$ cat src/rtl/freq_meter.sv
// -----------------------------------------------------------------------------
// freq_meter
//
// Gated frequency counter. Counts synchronized rising edges of sig_in over a
// window of GATE cin cycles and publishes the count. While en stays high the
// windows run back to back: the publishing cycle of one window is also the
// first cycle of the next, so every cin cycle belongs to exactly one window.
//
// Parameters
//   GATE  window length in cin cycles (GATE >= 2)
//   CW    width of the edge counter and of freq
//
// Ports
//   cin     in   sole clock, rising edge
//   resetn  in   synchronous active-low reset
//   en      in   measurement enable, level sensitive
//   sig_in  in   measured signal, asynchronous to cin
//   freq    out  edge count of the last completed window
//   valid   out  one-cycle pulse when freq/ovf are updated
//   ovf     out  last completed window saturated the edge counter
//   busy    out  FSM is not in IDLE
//
// state   | meaning
// --------+------------------------------------------------------------------
// IDLE    | counters held at zero, edges ignored, waiting for en
// MEASURE | gate_cnt advancing every cycle, edges accumulated
// DONE    | window closed; result registered, next window already counting
// -----------------------------------------------------------------------------
module freq_meter #(
    parameter int GATE = 50000000,
    parameter int CW   = 32
) (
    input  logic          cin,
    input  logic          resetn,
    input  logic          en,
    input  logic          sig_in,
    output logic [CW-1:0] freq,
    output logic          valid,
    output logic          ovf,
    output logic          busy
);

    localparam int            GW        = $clog2(GATE);
    localparam logic [GW-1:0] GATE_LAST = GW'(GATE - 1);
    localparam logic [CW-1:0] EDGE_MAX  = '1;

    typedef enum logic [1:0] {
        IDLE    = 2'd0,
        MEASURE = 2'd1,
        DONE    = 2'd2
    } state_t;

    state_t        state_q;
    logic          s1_q;
    logic          s2_q;
    logic          s3_q;
    logic          edge_det;
    logic [GW-1:0] gate_cnt_q;
    logic [CW-1:0] edge_cnt_q;
    logic          sat_q;
    logic [CW-1:0] edge_cnt_d;
    logic          sat_d;
    logic [CW-1:0] freq_q;
    logic          valid_q;
    logic          ovf_q;

    // s1/s2 resolve metastability; s3 is the history bit for edge detection.
    always_ff @(posedge cin) begin
        if (!resetn) begin
            s1_q <= 1'b0;
            s2_q <= 1'b0;
            s3_q <= 1'b0;
        end else begin
            s1_q <= sig_in;
            s2_q <= s1_q;
            s3_q <= s2_q;
        end
    end

    assign edge_det = s2_q & ~s3_q;

    // Saturating accumulate: the counter sticks at all-ones and any further
    // edge is remembered in sat so the window can be flagged as overflowed.
    always_comb begin
        edge_cnt_d = edge_cnt_q;
        sat_d      = sat_q;
        if (edge_det) begin
            if (edge_cnt_q == EDGE_MAX) begin
                sat_d = 1'b1;
            end else begin
                edge_cnt_d = edge_cnt_q + CW'(1);
            end
        end
    end

    always_ff @(posedge cin) begin
        if (!resetn) begin
            state_q    <= IDLE;
            gate_cnt_q <= '0;
            edge_cnt_q <= '0;
            sat_q      <= 1'b0;
            freq_q     <= '0;
            valid_q    <= 1'b0;
            ovf_q      <= 1'b0;
        end else begin
            valid_q <= 1'b0;
            unique case (state_q)
                IDLE: begin
                    gate_cnt_q <= '0;
                    edge_cnt_q <= '0;
                    sat_q      <= 1'b0;
                    if (en) begin
                        state_q <= MEASURE;
                    end
                end

                MEASURE: begin
                    if (!en) begin
                        // Abort: partial window is discarded, result untouched.
                        state_q    <= IDLE;
                        gate_cnt_q <= '0;
                        edge_cnt_q <= '0;
                        sat_q      <= 1'b0;
                    end else begin
                        edge_cnt_q <= edge_cnt_d;
                        sat_q      <= sat_d;
                        if (gate_cnt_q == GATE_LAST) begin
                            state_q <= DONE;
                        end else begin
                            gate_cnt_q <= gate_cnt_q + GW'(1);
                        end
                    end
                end

                DONE: begin
                    freq_q  <= edge_cnt_q;
                    ovf_q   <= sat_q;
                    valid_q <= 1'b1;
                    sat_q   <= 1'b0;
                    if (en) begin
                        // This cycle is slot 0 of the next window, so its edge
                        // belongs there and the gate count resumes at 1.
                        state_q    <= MEASURE;
                        gate_cnt_q <= GW'(1);
                        edge_cnt_q <= edge_det ? CW'(1) : '0;
                    end else begin
                        state_q    <= IDLE;
                        gate_cnt_q <= '0;
                        edge_cnt_q <= '0;
                    end
                end

                default: begin
                    state_q    <= IDLE;
                    gate_cnt_q <= '0;
                    edge_cnt_q <= '0;
                    sat_q      <= 1'b0;
                end
            endcase
        end
    end

    assign freq  = freq_q;
    assign valid = valid_q;
    assign ovf   = ovf_q;
    assign busy  = (state_q != IDLE);

endmodule

$ cat config.mk
export PLATFORM = sky130hd
export DESIGN_NAME = freq_meter
export DESIGN_NICKNAME = d
export VERILOG_FILES = /design/src/rtl/freq_meter.sv
export SDC_FILE = /design/constraint.sdc
export NUM_CORES = 1
export LEC_CHECK = 0
export ABC_AREA = 1
export CAP_MARGIN = 25
export CORE_MARGIN = 1
export CORE_UTILIZATION = 50
export CTS_CLUSTER_DIAMETER = 80
export DETAILED_ROUTE_END_ITERATION = 12
export GPL_TIMING_DRIVEN = 0
export MAX_ROUTING_LAYER = met4
export PLACE_DENSITY = 0.73
export RECOVER_POWER = 100
export SYNTH_ARGS = -nofsm -noshare
export SYNTH_HDL_FRONTEND = slang
export SYNTH_SLANG_ARGS = --single-unit
$ cat constraint.sdc
create_clock -name cin -period 1.7 [get_ports cin]
set_input_delay 0.17 -clock cin [delete_from_list [all_inputs] [get_ports cin]]
set_output_delay 0.17 -clock cin [all_outputs]
set_load 0.01 [all_outputs]
After elaboration in Yosys (flattened, before gate mapping)
Index checks and enable logic that the tools add are counted.
- register bits: 98
- bits in latches: 0
- bits in writable memories: 0
- ROM bits: 0
- output and inout bits: 35
- word-level logic and storage cells: 45
- memories kept: 0
- $add $sub $neg: 2
- multiply operators: 0
- divide/modulo/power cells: 0
- order comparisons: 0
- equality and inequality tests: 9
- shift-type cells: 0
- multiplexer cells: 16
- bitwise logic cells: 2
- reduce and logical (&&, ||, !) cells: 6
- operators by type and width (kind ; count):
    32-bit two-way mux ; 3
    32-bit one-hot mux with 2 select lines ; 1
    26-bit two-way mux ; 2
    26-bit one-hot mux with 2 select lines ; 1
    32-bit by 1-bit adder with 32-bit output, second input constant ; 1
    32-bit equality test, second input constant ; 1
    26-bit by 1-bit adder with 26-bit output, second input constant ; 1
    26-bit equality test, second input constant ; 1
    3-bit != test, second input constant ; 4
    2-bit two-way mux ; 3
    2-bit one-hot mux with 3 select lines ; 1
    2-bit AND reduction ; 3
    1-bit two-way mux ; 5
    3-bit AND reduction ; 1
    2-bit by 1-bit equality test with 1-bit output, second input constant ; 1
    2-bit equality test, second input constant ; 1
    2-bit zero test ; 1
    2-bit != test, second input constant ; 1
    2-bit nonzero test ; 1
    1-bit AND ; 1
    1-bit inverter ; 1

Logic depth before layout (Yosys ltp)
- depth after elaboration: 5
- gate-level depth with buffers: 13
- gate-level depth less buffers: 12

Least setup slack after synthesis
No wires, ideal clock.
- path type: flip-flop to flip-flop
- start point: register edge_cnt_q[0]
- end point: register edge_cnt_q[29]
- setup time: 0.115 ns
- arrival: 1.663 ns
- required time: 1.585 ns
- path slack: -0.078 ns
- cell stages (with the launch flop): 13
- buffers on the path: 2
- clock period less this slack: 1.778 ns
- path through: dfxtp_1 -> ha_1 -> nand2_1 -> nor2_2 -> nand2_4 -> nor2_8 -> nand3_2 -> nand2_4 -> nand2_2 -> buf_6 -> buf_6 -> a21oi_1 -> nor2_1
- cells in the longest elaborated chain, start to end: 5
- elaborated cells on any way between the ends: 8
- classes of those cells: add/sub (1); eq/ne (2); mux (4); reduce/logical (1)
- RTL lines (what ; RTL line ; source):
    start: declaration ; 59 ; logic [CW-1:0] edge_cnt_q;
    start signal: assignment ; 125 ; edge_cnt_q <= edge_cnt_d;
    start signal: assignment ; 145 ; edge_cnt_q <= edge_det ? CW'(1) : '0;
    32-bit by 1-bit adder with 32-bit output ; 91 ; edge_cnt_d = edge_cnt_q + CW'(1);
    32-bit two-way mux ; 88 ; if (edge_cnt_q == EDGE_MAX) begin
    32-bit two-way mux ; 87 ; if (edge_det) begin
    32-bit two-way mux ; 118 ; if (!en) begin
    32-bit one-hot mux with 2 select lines ; 107 ; unique case (state_q)
Parallel ways exist; a longest one is shown, timed or not. The select of a mux whose other input is x is not followed.
A chain may end at the register's enable or synchronous reset.

Worst setup path in the final report
- start point: register state_q[0]
- end point: register edge_cnt_q[4]
- cells in the longest elaborated chain, start to end: 3
- elaborated cells on any way between the ends: 6
- classes of those cells: eq/ne (4); mux (1); reduce/logical (1)
- RTL lines (what ; RTL line ; source):
    start: declaration ; 53 ; state_t state_q;
    start signal: assignment ; 98 ; state_q <= IDLE;
    start signal: assignment ; 113 ; state_q <= MEASURE;
    start signal: assignment ; 120 ; state_q <= IDLE;
    2-bit by 1-bit equality test with 1-bit output ; 107 ;
    3-bit != test (no line) ; -- ;
    2-bit AND reduction (no line) ; -- ;
Parallel ways exist; a longest one is shown, timed or not.

==> impl_metrics.tcl <==
set metrics [dict create \
    fill_cells 827 \
    rr_worst_depth 8 \
    ant_nets 0 \
    cts_tree "built" \
    clock_latency_ps 380 \
    crit_slowest_cell "dfxtp_4" \
    final_core_util_pct 70.0 \
    synth.cell_area_um2 4890 \
    dieArea_um2 10200 \
    p_total_mw 4.16 \
    root_buffer "clkbuf_8" \
    start_kind "flop" \
    path_delay_family "simple AND/OR/NAND/NOR gates" \
    dr_total_vias 5253 \
    slowest_delay_ps 390 \
    cp.required_ps 2010 \
    timing.fmax_ghz 0.531 \
    crit_chain "inv_1, ha_1, inv_1, nor2_4, inv_1, o21ai_0, nand2_1, nor2_1" \
    path_clk_slew_ps 110 \
    period_share_pct 111 \
    htreeDepth 3 \
    r2r_end "edge_cnt_q[4]" \
    synth_cells 742 \
    row_count 35 \
    powerDensity_nw_per_um2 634 \
    top_layer "met4" \
    drv_cap 0 \
    synth_top_area_share_pct 40.1 \
    cp_max_fo 9 \
    grt_max_degree 19 \
    ys_top_cells_by_count "nand2_1, nor2_1, inv_1, dfxtp_1, a21oi_1" \
    track_usage_pct 31.3 \
    synth_seq_cells 98 \
    drive_above_1_share_pct 20.9 \
    wl_per_cell_um 16.2 \
    worstMarginPinSlew_ps 617 \
    finish.net_count 836 \
    drt_iter0_markers 296 \
    die_w_um 101 \
    wl_met3_um 882 \
    floorplan.initialDensity_pct 52.2 \
    yosysTopAreaCell "dfxtp_1" \
    synth_ff_type "dfxtp_1" \
    grt_pass1_wl_mm 23.8 \
    grt_overflow 0 \
    met2WireLength_mm 7.56 \
    critPathMostFrequentCell "inv_1" \
    holdPathStages 3 \
    synthDistinctLibCells 32 \
    synth_area_leaders "dfxtp_1, nand2_1, nor2_1" \
    setup_viol_count_final 44 \
    cts_buffer_depth 2 \
    synth_nets 752 \
    reg2reg_from "state_q[0]" \
    place.gp.congestion 0.996 \
    status "complete, but fails checks" \
    io_pins 39 \
    portBuffers 38 \
    arrival_ps 2190 \
    dp_hpwl_mm 10.5 \
    maxSlewViolCount 0 \
    hold_buffers 0 \
    worst-path-buf-inv 3 \
    rsz0062_at_grt "yes" \
    die_height_um 101 \
    worst-setup-path-type "reg2reg" \
    crit_path_end_kind "flop" \
    fin_ws_ps -183 \
    crit_end "edge_cnt_q[4]" \
    antenna_found_initial 0 \
    synth_edf_count 0 \
    cts_buffers 9 \
    skew_ps 14.7 \
    hold_path_class "in2reg" \
    cts_sinks 98 \
    hold_viol 0 \
    async_flop_share_pct 0 \
    drt-vias-per-instance 5.47 \
    drc 0 \
    first_pass_iters 4 \
    worst-path-stages 8 \
    rrSetupSlack_ps -180 \
    fin_crit_ps 1880 \
    synth_warnings 0 \
    yosysSeqAreaShare_pct 40.1 \
    slew_headroom_pct 58.9 \
    ir_drop_mv 0.414 \
    crit_start "state_q[0]" \
    core_um2 9370 \
    wl_met1_mm 6.41 \
    diodes 0 \
    grt_pass1_vias 4916 \
    p_leak_nw 2.91 \
    avgSynthCellArea_um2 6.59 \
    yosysMostFrequentCell "nand2_1" \
    drt_wl_total_mm 15.6 \
    areaGrowthSynthToFinish_pct 34.2 \
    violations "negative setup slack" \
]
## kinds of logic after synthesis
logic type	count (synthesis)	synth area share, %
xor gates and xnor gates	11	1.97
DFF	98	40.1
AOI/OAI and AO/OA	117	12.2
buffers and inverters	120	9.91
and+or+nand+nor	390	34.2
adders and majority gates	6	1.54
## cell type report
cell class,instances,area [um^2],area share (%)
multi-input cells,525,2890,44.0
flip-flops and latches,98,2000,30.5
repair buffers,73,777,11.8
inverters,100,379,5.78
plain buffers,19,171,2.61
well taps,129,161,2.46
clock buffers,10,128,1.95
clock inverters,6,57.6,0.877
## registers in the layout (all words and copies together), names as in the netlist
signal and count:
gate_cnt_q 26, freq 32, s1_q 1, valid 1
edge_cnt_q 32, s2_q 1, ovf 1, state_q 2
s3_q 1, sat_q 1
## per-stage QoR
step                hold WS (ps)  setup slack, ps  instances  cell area (um^2)  setup TNS (ps)
global route                 352             -226        960              6560           -6790
floorplan                    268             11.4        742              4910               0
detailed placement           416             -735        909              5450          -28660
global placement             395             -729        909              5450          -26400
CTS                          327            -93.7        938              6050           -1660
finish                       316             -183        960              6560           -2880
## timing repair
action                     in CTS  in global routing
pin swaps                       6                 26
gates cloned                    1                  5
setup endpoints to repair      90                 71
resized for setup              83                 82
buffers inserted               12                 18
## layout by cell type (no fill, tap or decap), types with 15 or more instances in the layout
cell type,netlist,routed
a21oi_1,59,46
dlygate4sd3_1,0,35
nand3_1,47,42
o21ai_0,51,47
nand2_1,170,155
inv_1,100,94
dfxtp_1,98,77
nor2_1,122,101
dfxtp_2,0,17
buf_4,2,28
nand4_1,15,15
## tightest hold or removal path: cells and delay by family
kind | cells | cell delay, ps
buffers and inverters | 2 | 430
AND/OR/NAND/NOR | 1 | 60
## where the power goes
part	leakage, nW	total (mW)	internal, mW	switching, mW
logic	2.01	0.346	0.150	0.195
clock network	0.0949	1.51	0.568	0.937
registers	0.802	2.31	2.30	0.00890
## worst min-delay path by stage
stage	startpoint	to	slack [ps]
after global placement	s1_q	s2_q	400
after CTS	sig_in	s1_q	330
after detailed placement	s1_q	s2_q	420
after floorplan	sig_in	s1_q	270
after global routing	sig_in	s1_q	350
final	sig_in	s1_q	320
## metal layers
layer	GRT usage, %	vias up
met3	3.68	56
met2	52.6	202
met4	13.6	0
met5	-	-
li1	-	2535
met1	38.0	2460
No activity file was read; power rests on OpenSTA's default activity.
